[config.mk]
export PLATFORM = sky130hd
export DESIGN_NAME = mpsoc_dbg_syncflop_array
export DESIGN_NICKNAME = d
export VERILOG_FILES = /design/src/rtl/mpsoc_dbg_syncflop_array_pkg.sv /design/src/rtl/mpsoc_dbg_syncflop_array_sync_chain.sv /design/src/rtl/mpsoc_dbg_syncflop_array.sv
export SDC_FILE = /design/constraint.sdc
export NUM_CORES = 1
export LEC_CHECK = 0
export ABC_AREA = 1
export BUFFER_PORTS_ARGS = -buffer_cell sky130_fd_sc_hd__buf_2
export CORE_UTILIZATION = 40
export CTS_CLUSTER_SIZE = 24
export DETAILED_ROUTE_END_ITERATION = 6
export PLACE_DENSITY = 0.61
export SLEW_MARGIN = 20
export SYNTH_ARGS = -nofsm -noshare
export SYNTH_HDL_FRONTEND = slang
export SYNTH_HIERARCHICAL = 1
export SYNTH_SLANG_ARGS = --single-unit
export TNS_END_PERCENT = 20
[constraint.sdc]
create_clock -name DEST_CLK -period 1.5 [get_ports DEST_CLK]
set_input_delay 0.15 -clock DEST_CLK [delete_from_list [all_inputs] [get_ports DEST_CLK]]
set_output_delay 0.15 -clock DEST_CLK [all_outputs]
set_load 0.01 [all_outputs]
[src/rtl/mpsoc_dbg_syncflop_array_pkg.sv]
// Shared constants and helpers for the debug toggle-event synchroniser.
// Holds the minimum synchroniser depth and the saturating overrun increment.
package mpsoc_dbg_sync_pkg;

    localparam int SYNC_STAGES_MIN = 2;

    function automatic int unsigned ovr_sat_inc(
        input int unsigned cur,
        input int unsigned max_val
    );
        return (cur >= max_val) ? cur : cur + 1;
    endfunction

endpackage

[src/rtl/mpsoc_dbg_syncflop_array_sync_chain.sv]
// Single-bit asynchronous-reset synchroniser chain of SYNC_STAGES flops.
module mpsoc_dbg_sync_chain
    import mpsoc_dbg_sync_pkg::*;
#(
    parameter int SYNC_STAGES = 2
) (
    input  logic i_clk,
    input  logic i_rst,
    input  logic i_d,
    output logic o_q
);

    if (SYNC_STAGES < SYNC_STAGES_MIN) begin : g_bad_depth
        $error("mpsoc_dbg_sync_chain: SYNC_STAGES too small");
    end

    logic [SYNC_STAGES-1:0] r_sync;

    always_ff @(posedge i_clk or posedge i_rst) begin
        if (i_rst) begin
            r_sync <= '0;
        end else begin
            r_sync <= {r_sync[SYNC_STAGES-2:0], i_d};
        end
    end

    assign o_q = r_sync[SYNC_STAGES-1];

endmodule

[src/rtl/mpsoc_dbg_syncflop_array.sv]
// Multi-channel toggle-event synchroniser with sticky flags and overrun counters.
// Define MPSOC_DBG_SYNCFLOP_IRQ_EN to build the registered, masked event interrupt.
module mpsoc_dbg_syncflop_array
    import mpsoc_dbg_sync_pkg::*;
#(
    parameter int CHANNELS    = 4,
    parameter int SYNC_STAGES = 2,
    parameter int CNT_W       = 4
) (
    input  logic                      DEST_CLK,
    input  logic                      RESET,
    input  logic [CHANNELS-1:0]       TOGGLE_IN,
    input  logic [CHANNELS-1:0]       D_SET,
    input  logic [CHANNELS-1:0]       D_RST,
    input  logic [CHANNELS-1:0]       IRQ_MASK,
    output logic [CHANNELS-1:0]       D_OUT,
    output logic [CHANNELS-1:0]       OVERRUN,
    output logic [CHANNELS*CNT_W-1:0] OVR_CNT,
    output logic                      IRQ
);

    localparam int unsigned CNT_MAX = 32'((64'(1) << CNT_W) - 64'(1));

    logic [CHANNELS-1:0]            w_sync;
    logic [CHANNELS-1:0]            w_toggle;
    logic [CHANNELS-1:0]            r_prev;
    logic [CHANNELS-1:0]            r_flag;
    logic [CHANNELS-1:0][CNT_W-1:0] r_cnt;

    for (genvar g = 0; g < CHANNELS; g++) begin : g_ch
        mpsoc_dbg_sync_chain #(
            .SYNC_STAGES (SYNC_STAGES)
        ) u_sync (
            .i_clk (DEST_CLK),
            .i_rst (RESET),
            .i_d   (TOGGLE_IN[g]),
            .o_q   (w_sync[g])
        );
    end

    assign w_toggle = w_sync ^ r_prev;

    // Counter looks at the flag before this edge; clear beats everything.
    always_ff @(posedge DEST_CLK or posedge RESET) begin
        if (RESET) begin
            r_prev <= '0;
            r_flag <= '0;
            r_cnt  <= '0;
        end else begin
            r_prev <= w_sync;
            for (int i = 0; i < CHANNELS; i++) begin
                if (D_RST[i]) begin
                    r_flag[i] <= 1'b0;
                    r_cnt[i]  <= '0;
                end else begin
                    if (w_toggle[i] && r_flag[i]) begin
                        r_cnt[i] <= CNT_W'(ovr_sat_inc(32'(r_cnt[i]), CNT_MAX));
                    end
                    if (w_toggle[i] || D_SET[i]) begin
                        r_flag[i] <= 1'b1;
                    end
                end
            end
        end
    end

    always_comb begin
        OVERRUN = '0;
        for (int i = 0; i < CHANNELS; i++) begin
            OVERRUN[i] = |r_cnt[i];
        end
    end

    assign D_OUT   = w_toggle | r_flag;
    assign OVR_CNT = r_cnt;

`ifdef MPSOC_DBG_SYNCFLOP_IRQ_EN
    logic r_irq;

    always_ff @(posedge DEST_CLK or posedge RESET) begin
        if (RESET) begin
            r_irq <= 1'b0;
        end else begin
            r_irq <= |(w_toggle & IRQ_MASK);
        end
    end

    assign IRQ = r_irq;
`else
    logic w_unused_irq_mask;

    assign w_unused_irq_mask = |IRQ_MASK;
    assign IRQ               = 1'b0;
`endif

endmodule

Yosys cells after proc, flatten, opt, wreduce, memory -nomap -nowiden
Cells that the tools add are included.
- RAM bits: 0
- latch bits: 0
- register bits after elaboration: 32
- memory bits (read-only): 0
- memories kept: 0
- word-level logic and storage cells: 71
- bits of input ports: 18
- $lt $le $gt $ge: 4
- $mul: 0
- mux-type cells: 20
- reduce and logical (&&, ||, !) cells: 24
- bitwise logic cells: 2
- shift-type cells: 0
- equality and inequality tests: 4
- $add $sub $neg: 4
- divide/modulo/power cells: 0
- operators with widths (cell ; number):
    2-to-1 mux 4 bit ; 12
    adder 4 x 1 -> 4 bit (second input constant) ; 4
    >= comparator 4 bit (second input constant) ; 4
    nonzero test 2 bit ; 8
    OR reduction 4 bit ; 4
    2-to-1 mux 1 bit ; 8
    != test 2 bit (second input constant) ; 4
    AND reduction 2 bit ; 4
    logical AND 1 bit ; 4
    logical OR 1 bit ; 4
    OR 4 bit ; 1
    XOR 4 bit ; 1

Logic depth before layout (Yosys ltp)
Gate-level depths: netlist of run 1.
- depth in word-level cells: 4
- gate-level depth with buffers: 7

Hierarchy
The synthesis of run 1 kept the hierarchy.
- by module, submodules not included (module ; instances ; area an instance (um2) ; cells an instance):
    mpsoc_dbg_syncflop_array ; 1 ; 1386.3 ; 183
    mpsoc_dbg_sync_chain ; 4 ; 53.8 ; 3

Worst setup path before layout of run 1
Ideal clock, no wire load.
- path kind: reg-to-reg
- from: reg r_cnt (netlist bit OVR_CNT[4])
- to: reg r_cnt (netlist bit OVR_CNT[6])
- path slack: 0.241 ns
- path buffers: 0
- clock period less this slack: 1.259 ns
- arrival time: 1.142 ns
- stages on the path, launching flop included: 8
- setup time: 0.117 ns
- cells stage by stage: dfrtp_1 -> ha_1 -> nand3_1 -> nand2_1 -> nor2_2 -> nor2_4 -> nand2_1 -> nand2_1
- word-level cells in the longest chain between the ends: 4
- elaborated cells between the ends (all ways): 7
- classes of those cells: add/sub (1); order compare (1); eq/ne (1); mux (3); reduce/logical (1)
- RTL lines (element ; line ; text):
    start, declared ; mpsoc_dbg_syncflop_array.sv:28 ; logic [CHANNELS-1:0][CNT_W-1:0] r_cnt;
    start signal, assigned by index ; mpsoc_dbg_syncflop_array.sv:57 ; r_cnt[i] <= CNT_W'(ovr_sat_inc(32'(r_cnt[i]), CNT_MAX));
    adder 4 x 1 -> 4 bit ; mpsoc_dbg_syncflop_array_pkg.sv:11 ; return (cur >= max_val) ? cur : cur + 1;
    2-to-1 mux 4 bit ; mpsoc_dbg_syncflop_array_pkg.sv:11 ;
    2-to-1 mux 4 bit ; mpsoc_dbg_syncflop_array.sv:56 ; if (w_toggle[i] && r_flag[i]) begin
    2-to-1 mux 4 bit ; mpsoc_dbg_syncflop_array.sv:52 ; if (D_RST[i]) begin
Several ways; a longest one is shown, not always the timed one. The select of a mux whose other input is x is not followed.
A chain may end at the register's enable or synchronous reset.

Worst setup path after layout of run 1
- from: reg r_cnt (netlist bit OVR_CNT[0])
- to: out OVERRUN[0]
- word-level cells in the longest chain between the ends: 1
- RTL lines (element ; line ; text):
    OR reduction 4 bit ; mpsoc_dbg_syncflop_array.sv:70 ; OVERRUN[i] = |r_cnt[i];
    end, declared ; mpsoc_dbg_syncflop_array.sv:17 ; output logic [CHANNELS-1:0] OVERRUN,
Every way passes these cells.

==> impl_metrics.env, run 1 <==
export IMPL_outcome="finished, final reports clean"
export IMPL_dpl_cell_count=285
export IMPL_wl_per_cell_um=9.77
export IMPL_grt_total_usage_pct=15.6
export IMPL_dpl_hpwl_um=2150
export IMPL_met3_usage_pct=4.69
export IMPL_synth_cell_types=17
export IMPL_p_leak_nw=1.24
export IMPL_die_area_um2=4260
export IMPL_drtIter0Drc=89
export IMPL_core_area_um2=3740
export IMPL_fin_worst_skew_ps=3.35
export IMPL_startpoint_type="flop"
export IMPL_power_density_nw_per_um2=1010
export IMPL_drt_total_wl_um=2910
export IMPL_finalSetupTns_ps=0
export IMPL_numCtsBuffers=5
export IMPL_postRouteAntennaNets=0
export IMPL_io_pin_count=43
export IMPL_yosys_area_top_type_share_pct=50.0
export IMPL_critical_path_arrival_ps=1210
export IMPL_clockRootBuffer="clkbuf_8"
export IMPL_grt_overflow=0
export IMPL_required_ps=1350
export IMPL_ir_drop_v=0.000619
export IMPL_synthAdderAreaFrac_pct=6.25
export IMPL_ys_seq_area_share_pct=50.0
export IMPL_yosys_area_share_simple_pct=29.1
export IMPL_syn_area_um2=1600
export IMPL_fillers=378
export IMPL_die_x_um=65.3
export IMPL_layout_drive_gt1_share_pct=23.2
export IMPL_r2r_start="OVR_CNT[5]$_DFFE_PP0P_"
export IMPL_die_height_um=65.3
export IMPL_min_delay_start="D_SET[0]"
export IMPL_grt_pass1_wl_um=5020
export IMPL_post_route_drc_count=0
export IMPL_clk_pin_slew_ps=70
export IMPL_setup_viol=0
export IMPL_avgViaCountPerCell=4.48
export IMPL_timing_hold_violations_final=0
export IMPL_multi_input_area_um2=651
export IMPL_clock_sinks=32
export IMPL_htreeDepth=2
export IMPL_cts_buffer_depth=2
export IMPL_ys_ff_latch=32
export IMPL_met1_usage_pct=19.8
export IMPL_cts_tree="yes"
export IMPL_muxShareOfSynthArea_pct=0
export IMPL_grt_pass1_vias=1207
export IMPL_end_kind="primary output"
export IMPL_synth_compound_area_share_pct=1.72
export IMPL_rsz0062_at_grt="false"
export IMPL_initial_core_util_pct=42.8
export IMPL_synth_area_per_cell_um2=8.21
export IMPL_grt_busiest_layer="met2"
export IMPL_grt_max_degree=15
export IMPL_instances_no_fill=298
export IMPL_num_vias=1334
export IMPL_grtUsageMet2_pct=24.4
export IMPL_fmax_ghz=0.733
export IMPL_synth_area_top_cells="dfrtp_1 (50%), nand2_1 (14%), inv_1 (8.7%)"
export IMPL_nNetsFinal=275
export IMPL_postSynthCellCount=195
export IMPL_area_growth_pct=28.7
export IMPL_critPathLaunch="OVR_CNT[0]$_DFFE_PP0P_"
export IMPL_synth_top_family_by_area="simple AND/OR/NAND/NOR gates"
export IMPL_min_period_ps=1360
export IMPL_finalCritPeriodShare_pct=91.0
export IMPL_worst_setup_path_type="flop to primary output"
export IMPL_synthXorXnorAreaFrac_pct=3.28
export IMPL_rows=22
export IMPL_grt_antenna_before_repair=0
export IMPL_synth_fp_nets=221
export IMPL_synth_area_leader_cell="dfrtp_1"
export IMPL_ys_warn_count=6
export IMPL_finalWeightedCongestion=0.770
export IMPL_cap_violations=0
export IMPL_seqCellArea_um2=801
export IMPL_slew_viol_final=0
export IMPL_clk_insertion_delay_late_ps=280
export IMPL_hp_class="input pin to flop"
export IMPL_n_antenna_cell=0
export IMPL_ctsResizeCount=0
export IMPL_dr_pass1_iters=4
export IMPL_path_max_fanout=5
export IMPL_port_buffers=37
## cell usage in the layout (no fill, tap or decap)
master / count
xor2_1: 5
dlygate4sd3_1: 5
xnor2_1: 1
ha_1: 8
dfrtp_1: 32
o21ai_0: 4
nor2_4: 2
conb_1: 1
nand3_1: 25
clkinv_1: 1
o21bai_1: 1
buf_2: 37
nand2_1: 59
inv_1: 37
nor2_1: 6
bufinv_16: 1
clkbuf_8: 7
nand4_1: 7
buf_4: 6
nand2_2: 2
nor2_2: 3
## final timing paths
| path | endpoint | slack [ps] | depth (start not counted) |
|---|---|---|---|
| max in group asynchronous | r_flag[3]$_DFFE_PP0P_ | 850 | 4 |
| setup / recovery | OVERRUN[0] | 140 | 5 |
| setup reg to reg | OVR_CNT[5]$_DFFE_PP0P_ | 160 | 7 |
| min in group asynchronous | g_ch[2].u_sync/r_sync[0]$_DFF_PP0_ | 290 | 3 |
| hold reg to reg | g_ch[2].u_sync/r_sync[1]$_DFF_PP0_ | 360 | 0 |
| hold / removal | r_flag[0]$_DFFE_PP0P_ | 80 | 3 |
## cell type report
| cell class | instances | share of cell area (%) |
|---|---|---|
| flip-flops and latches | 32 | 38.9 |
| multi-input cells | 124 | 31.6 |
| repair buffers | 48 | 13.6 |
| inverters | 38 | 6.92 |
| clock buffers | 7 | 4.68 |
| well taps | 48 | 2.91 |
| clock inverters | 1 | 1.46 |
## cells by family (layout without fill, tap and decap cells)
kind of cell               Yosys count  after routing
and+or+nand+nor                    104            104
xor gates and xnor gates             6              6
adders and majority gates            8              8
AOI/OAI and AO/OA                    5              5
DFF                                 32             32
other                                1              1
buffers and inverters               39             94
## registers in the layout, summed over array words and instances, names as in the netlist
signal              count
OVR_CNT                16
g_ch.u_sync/r_sync      8
r_flag                  4
r_prev                  4
## metrics by stage
stage | instance area (um^2) | util (%) | hold slack (ps) | total power [mW] | worst slack (ps)
6_report | 2060 | 55.0 | 83.4 | 2.09 | 136
3_3_place_gp | 1880 | 50.3 | 46.0 | 1.18 | 177
4_1_cts | 2060 | 55.0 | 79.7 | 2.12 | 128
3_5_place_dp | 1880 | 50.3 | 45.2 | 1.19 | 168
2_1_floorplan | 1600 | - | -109 | 1.09 | 241
5_1_grt | 2060 | 55.0 | 89.6 | 2.19 | 17.9
## what timing repair did
item | in CTS | in global routing
buffers inserted | 0 | 0
hold buffers | 5 | 0
setup endpoints to repair | 0 | 0
endpoints found under the hold margin | 36 | 0
## power breakdown
part / total, mW / internal, mW / leakage (nW) / switching [mW]
Combinational: 0.250 / 0.104 / 0.768 / 0.146
Clock: 0.907 / 0.586 / 0.0645 / 0.321
Sequential: 0.929 / 0.901 / 0.408 / 0.0277
Total: 2.09 / 1.59 / 1.24 / 0.495
## critical path: stages, from the launching register on
cell and delay (ps):
dfrtp_1 380, buf_4 150, inv_1 70, ha_1 150
nand2_1 50, buf_2 130
## Yosys cell counts
| library cell | number |
|---|---|
| buf_4 | 1 |
| clkinv_1 | 1 |
| conb_1 | 1 |
| dfrtp_1 | 32 |
| ha_1 | 8 |
| inv_1 | 37 |
| nand2_1 | 59 |
| nand2_2 | 2 |
| nand3_1 | 25 |
| nand4_1 | 7 |
| nor2_1 | 6 |
| nor2_2 | 3 |
| nor2_4 | 2 |
| o21ai_0 | 4 |
| o21bai_1 | 1 |
| xnor2_1 | 1 |
| xor2_1 | 5 |
## routing by layer
| layer | wire (um) | vias up |
|---|---|---|
| met5 | 0 | - |
| met1 | 1410 | 598 |
| met2 | 1330 | 25 |
| li1 | - | 704 |
| met4 | 53 | 0 |
| met3 | 120 | 7 |
Note: power is estimated with default switching activity, not from simulation.
==> run 2, diff against run 1 <==
--- a/config.mk
+++ b/config.mk
@@ -5,12 +5,12 @@
 export SDC_FILE = /design/constraint.sdc
 export NUM_CORES = 1
 export LEC_CHECK = 0
-export ABC_AREA = 1
 export BUFFER_PORTS_ARGS = -buffer_cell sky130_fd_sc_hd__buf_2
 export CORE_UTILIZATION = 40
 export CTS_CLUSTER_SIZE = 24
 export DETAILED_ROUTE_END_ITERATION = 6
 export PLACE_DENSITY = 0.61
+export RECOVER_POWER = 50
 export SLEW_MARGIN = 20
 export SYNTH_ARGS = -nofsm -noshare
 export SYNTH_HDL_FRONTEND = slang
==> run 2 against run 1 <==
Effect of this change:
- the run now ends with setup timing left
- count of clock-buffer cells in the layout shrank 1
- first-iteration DRC count shrank 84%
- largest power group unchanged
- total power shrank 7.1%
- core utilization grew 3.9 points
- global-route usage grew 0.59 points
- sequential power grew 1%
- sequential share of layout area shrank 2.8 points
- non-clock buffer count grew 8
- hold slack gained 13 ps
- clock power shrank 27%
- routed wire length grew 11%
- flip-flop and latch count is the same
==> impl_metrics.env, run 2 <==
export IMPL_slew_viol_final=0
export IMPL_finalCritPeriodShare_pct=101
export IMPL_nNetsFinal=236
export IMPL_worst_setup_path_type="flop to primary output"
export IMPL_cap_violations=0
export IMPL_timing_hold_ws_ps=96.4
export IMPL_numCtsBuffers=5
export IMPL_ys_seq_area_share_pct=49.2
export IMPL_n_antenna_cell=0
export IMPL_r2r_start="OVR_CNT[1]$_DFFE_PP0P_"
export IMPL_path_max_fanout=2
export IMPL_violations="setup timing"
export IMPL_core_area_um2=3770
export IMPL_synth_edf_count=0
export IMPL_syn_area_um2=1630
export IMPL_postRouteAntennaNets=0
export IMPL_synth_fp_nets=176
export IMPL_power_mw=1.94
export IMPL_grt_total_usage_pct=16.2
export IMPL_ys_ff_latch=32
export IMPL_grt_pass1_vias=1191
export IMPL_cpPeakStageDelay_ps=400
export IMPL_synthFlopType="dfrtp_1"
export IMPL_clk_pin_slew_ps=60
export IMPL_async_reset_ff_share_pct=100
export IMPL_grt_busiest_layer="met2"
export IMPL_area_growth_pct=36.4
export IMPL_outcome="finished with violations"
export IMPL_critical_path_arrival_ps=1360
export IMPL_ys_warn_count=6
export IMPL_dpl_hpwl_um=2300
export IMPL_grtUsageMet2_pct=26.5
export IMPL_met3_usage_pct=5.34
export IMPL_synth_area_top_cells="dfrtp_1 (49%), mux2_1 (6.2%), ha_1 (6.1%)"
export IMPL_rsz0062_at_grt="true"
export IMPL_synth_area_per_cell_um2=10.9
export IMPL_num_vias=1243
export IMPL_clk_insertion_delay_late_ps=280
export IMPL_grt_pass1_wl_um=5240
export IMPL_p_leak_nw=1.11
export IMPL_layout_common_cells="buf_2 (35), dfrtp_1 (32), nor2_1 (21), inv_1 (13), buf_4 (13)"
export IMPL_dr_pass1_iters=4
export IMPL_htreeDepth=2
export IMPL_finalWeightedCongestion=0.780
export IMPL_finalSetupTns_ps=-9.53
export IMPL_post_route_drc_count=0
export IMPL_initial_core_util_pct=43.2
export IMPL_clockRootBuffer="clkbuf_8"
export IMPL_required_ps=1350
export IMPL_min_period_ps=1510
export IMPL_critPathLaunch="OVR_CNT[1]$_DFFE_PP0P_"
export IMPL_synth_area_leader_cell="dfrtp_1"
export IMPL_largest_register_ffs=16
export IMPL_clock_sinks=32
export IMPL_die_area_um2=4330
export IMPL_port_buffers=37
export IMPL_fin_worst_skew_ps=2.55
export IMPL_end_kind="primary output"
export IMPL_layout_drive_gt1_share_pct=38.9
export IMPL_postSynthCellCount=150
export IMPL_hp_class="input pin to flop"
export IMPL_yosys_area_top_type_share_pct=49.2
export IMPL_grt_overflow=0
export IMPL_ir_drop_v=0.000654
export IMPL_cts_tree="yes"
export IMPL_min_delay_start="D_SET[0]"
export IMPL_setup_viol=1
export IMPL_post_route_worst_setup_slack_ps=-9.53
export IMPL_grt_max_degree=17
export IMPL_rows=22
export IMPL_power_density_nw_per_um2=872
export IMPL_synth_common_cells="dfrtp_1 (32), nor2_1 (21), inv_1 (15), mux2_1 (9)"
export IMPL_die_height_um=65.8
export IMPL_crit_chain="inv_2, ha_4, or3b_4, buf_6"
export IMPL_drtIter0Drc=14
export IMPL_startpoint_type="flop"
export IMPL_cts_buffer_depth=2
export IMPL_avgViaCountPerCell=4.80
export IMPL_grt_antenna_before_repair=0
export IMPL_die_x_um=65.8
export IMPL_timing_hold_violations_final=0
export IMPL_final_common_cell="buf_2"
export IMPL_crit_slowest_cell="dfrtp_1"
export IMPL_synth_cell_types=33
export IMPL_wl_per_cell_um=12.4
export IMPL_io_pin_count=43
export IMPL_drt_total_wl_um=3220
export IMPL_fmax_ghz=0.662
export IMPL_synthMostInstantiatedCell="dfrtp_1"
export IMPL_met1_usage_pct=19.4
==> run 2: cell types whose count changed after synthesis, moves of 4 or more <==
cell,previous run,this run
o21ai_0,4,0
nand3_1,25,4
xor2_1,5,1
and3_1,0,5
nor2_1,6,21
nor2b_1,0,6
nand2b_1,0,8
inv_1,37,15
nand4_1,7,1
nand2_1,59,5
mux2_1,0,9
==> run 2: worst max-delay path, delay by kind of cell, from the launching register on <==
| family | cells | cell delay (ps) |
|---|---|---|
| buf+inv | 2 | 210 |
| fa+ha+maj | 1 | 120 |
| flops | 1 | 400 |
| simple gates | 1 | 360 |
==> run 2: repair_timing <==
item / CTS / global route
gates resized for setup: 7 / 14
hold buffers: 5 / 0
pin swaps: 2 / 4
hold endpoints to repair: 20 / 0
setup buffers: 3 / 0
endpoints found under the setup margin: 4 / 8
==> run 2: final cells by class <==
| cell class | count | area (um^2) |
|---|---|---|
| timing repair buffer | 56 | 343 |
| tap | 48 | 60.1 |
| clock inverter | 2 | 10.0 |
| fill | 315 | 1550 |
| sequential | 32 | 801 |
| multi-input combinational | 99 | 866 |
| clock buffer | 6 | 82.6 |
| inverter | 16 | 60.1 |
==> run 2: where the power goes <==
part | internal [mW] | switching [mW]
Sequential | 0.904 | 0.0359
Clock | 0.365 | 0.294
Combinational | 0.172 | 0.167
Total | 1.44 | 0.497
==> run 2: layer usage <==
layer,part of all wire [%],up-vias
li1,-,613
met1,42,596
met2,52,27
met3,4.4,7
met4,1.3,0
met5,0,-
==> run 2: cells by family after synthesis <==
| kind of cell | after synthesis | share of synthesized area [%] |
|---|---|---|
| AND/OR/NAND/NOR | 62 | 22.1 |
| adder cells (fa/ha/maj) | 8 | 6.14 |
| buffers and inverters | 19 | 4.61 |
| flip-flops | 32 | 49.2 |
| AO/OA/AOI/OAI | 11 | 5.15 |
| XOR/XNOR | 5 | 4.53 |
| multiplexers | 12 | 8.06 |
| other | 1 | 0.230 |
==> run 2: final timing paths <==
kind,to,slack (ps),cells past startpoint
max in group asynchronous,r_flag[2]$_DFFE_PP0P_,390,4
setup / recovery,OVERRUN[0],-10,4
hold reg to reg,g_ch[3].u_sync/r_sync[1]$_DFF_PP0_,350,0
min in group asynchronous,g_ch[3].u_sync/r_sync[0]$_DFF_PP0_,320,3
setup reg to reg,OVR_CNT[3]$_DFFE_PP0P_,10,5
hold / removal,r_flag[0]$_DFFE_PP0P_,100,3
==> run 2: metrics by stage <==
step	cell area [um^2]	utilization, %	setup slack, ps	instances
6_report	2220	58.9	-9.53	259
4_1_cts	2160	57.2	-29.3	259
2_1_floorplan	1630	-	-17.0	150
5_1_grt	2220	58.9	-61.6	259
3_5_place_dp	1960	51.9	-7.52	243
3_3_place_gp	1960	51.9	44.9	243
==> run 3, diff against run 2 <==
--- a/config.mk
+++ b/config.mk
@@ -6,11 +6,12 @@
 export NUM_CORES = 1
 export LEC_CHECK = 0
 export BUFFER_PORTS_ARGS = -buffer_cell sky130_fd_sc_hd__buf_2
-export CORE_UTILIZATION = 40
+export CORE_UTILIZATION = 52
 export CTS_CLUSTER_SIZE = 24
 export DETAILED_ROUTE_END_ITERATION = 6
-export PLACE_DENSITY = 0.61
+export PLACE_DENSITY = 0.77
 export RECOVER_POWER = 50
+export SKIP_CTS_REPAIR_TIMING = 1
 export SLEW_MARGIN = 20
 export SYNTH_ARGS = -nofsm -noshare
 export SYNTH_HDL_FRONTEND = slang
==> run 3 against run 2 <==
Effect of this change:
- the flow finishes with violations (DRC, setup timing)
- sequential share of layout area up 2.3 points
- cell count decreased by 7.3%
- clock skew is 9.5 ps higher
- fmax shrank 6.6%
- clock power fell by 24%
- critical path depth is 1 higher
- flip-flop and latch count is the same
- global-route usage grew 3.2 points
- hold slack lost 55 ps
- largest cell class is now registers
==> impl_metrics.env, run 3 (synthesized netlist as in run 2, its figures left out) <==
export IMPL_dr_pass1_iters=6
export IMPL_fin_worst_skew_ps=12.0
export IMPL_avgViaCountPerCell=5.22
export IMPL_grt_antenna_before_repair=0
export IMPL_min_delay_start="D_SET[2]"
export IMPL_hp_class="input pin to flop"
export IMPL_drt_total_wl_um=3020
export IMPL_finalCritPeriodShare_pct=108
export IMPL_largest_register_ffs=16
export IMPL_nNetsFinal=234
export IMPL_grt_total_usage_pct=19.4
export IMPL_io_pin_count=43
export IMPL_rsz0062_at_grt="true"
export IMPL_design_area_um2=2090
export IMPL_min_period_ps=1620
export IMPL_power_density_nw_per_um2=843
export IMPL_grt_max_degree=17
export IMPL_post_route_drc_count=4
export IMPL_wl_per_cell_um=12.6
export IMPL_port_buffers=37
export IMPL_postRouteAntennaNets=0
export IMPL_post_route_worst_setup_slack_ps=-116
export IMPL_path_max_fanout=4
export IMPL_num_vias=1252
export IMPL_n_antenna_cell=0
export IMPL_dpl_hpwl_um=2200
export IMPL_critPathLaunch="OVR_CNT[0]$_DFFE_PP0P_"
export IMPL_p_leak_nw=1.08
export IMPL_grt_pass1_vias=1187
export IMPL_end_kind="flop"
export IMPL_drtIter0Drc=72
export IMPL_cap_violations=0
export IMPL_area_growth_pct=28.3
export IMPL_power_mw=1.76
export IMPL_numCtsBuffers=5
export IMPL_clockRootBuffer="clkbuf_4"
export IMPL_grt_pass1_wl_um=4890
export IMPL_ir_drop_v=0.000724
export IMPL_fmax_ghz=0.619
export IMPL_clock_sinks=32
export IMPL_cts_tree="yes"
export IMPL_layout_drive_gt1_share_pct=34.4
export IMPL_layout_common_cells="buf_2 (34), dfrtp_1 (32), nor2_1 (21), inv_1 (14), buf_4 (10)"
export IMPL_violations="DRC, setup timing"
export IMPL_die_height_um=58.0
export IMPL_clk_insertion_delay_late_ps=330
export IMPL_critical_path_arrival_ps=1820
export IMPL_cts_buffer_depth=2
export IMPL_grt_overflow=0
export IMPL_initial_core_util_pct=57.1
export IMPL_rows=19
export IMPL_r2r_start="OVR_CNT[0]$_DFFE_PP0P_"
export IMPL_finalSetupTns_ps=-318
export IMPL_worst_setup_path_type="flop to flop"
export IMPL_finalWeightedCongestion=0.798
export IMPL_die_area_um2=3360
export IMPL_timing_hold_violations_final=0
export IMPL_placed_cell_area_um2=1920
export IMPL_die_x_um=58.0
export IMPL_htreeDepth=2
export IMPL_final_common_cell="buf_2"
export IMPL_core_area_um2=2850
export IMPL_outcome="finished with violations"
export IMPL_required_ps=1700
export IMPL_clk_pin_slew_ps=100
export IMPL_startpoint_type="flop"
export IMPL_setup_viol=4
export IMPL_slew_viol_final=0
-- run 3: changes by cell type in the layout (fill, tap and decap cells not counted), moves of 3 or more --
cell / before / now
clkbuf_8: 6 / 1
mux2_4: 4 / 1
mux2_1: 5 / 8
clkbuf_4: 0 / 5
buf_4: 13 / 10
-- run 3: per-stage QoR --
step                cells  worst slack (ps)  utilization, %  hold slack (ps)
finish                240              -116            73.2             41.7
global route          240              -165            73.2             31.4
CTS                   232              -240            69.4             -316
detailed placement    224             -26.2            67.3             45.0
global placement      224              37.6            67.3             39.3
floorplan             150             -17.0               -             -109
-- run 3: cell type report --
cell class / instances / area, um^2
Clock buffer: 8 / 58.8
Fill cell: 212 / 763
Inverter: 16 / 60.1
Multi-Input combinational cell: 99 / 793
Sequential cell: 32 / 801
Tap cell: 31 / 38.8
Timing Repair Buffer: 54 / 338
-- run 3: layer usage --
layer  up-vias  share of wire (%)  GRT usage, %
met1       594                 42          24.8
met4         0                1.6          9.52
li1        611                  -             -
met2        42                 51          30.5
met3         5                4.8          5.36
met5         -                  0             0
-- run 3: report_power, final --
part / internal [mW] / switching, mW / total [mW]
sequential: 0.902 / 0.0327 / 0.935
combinational: 0.166 / 0.158 / 0.325
clock: 0.231 / 0.270 / 0.501
-- run 3: final timing paths --
kind,end,slack (ps),cells past startpoint
min reg2reg,g_ch[2].u_sync/r_sync[1]$_DFF_PP0_,350,0
max,OVR_CNT[3]$_DFFE_PP0P_,-120,5
max in group asynchronous,OVR_CNT[11]$_DFFE_PP0P_,440,4
max reg2reg,OVR_CNT[3]$_DFFE_PP0P_,-120,5
min in group asynchronous,g_ch[3].u_sync/r_sync[1]$_DFF_PP0_,260,3
min,r_flag[2]$_DFFE_PP0P_,40,2
-- run 3: critical path, cell delays in order, from the launching register on --
cell and delay, ps:
dfrtp_1 420, buf_4 160, ha_4 160, and3_4 180, nor4_2 220, mux2_1 370
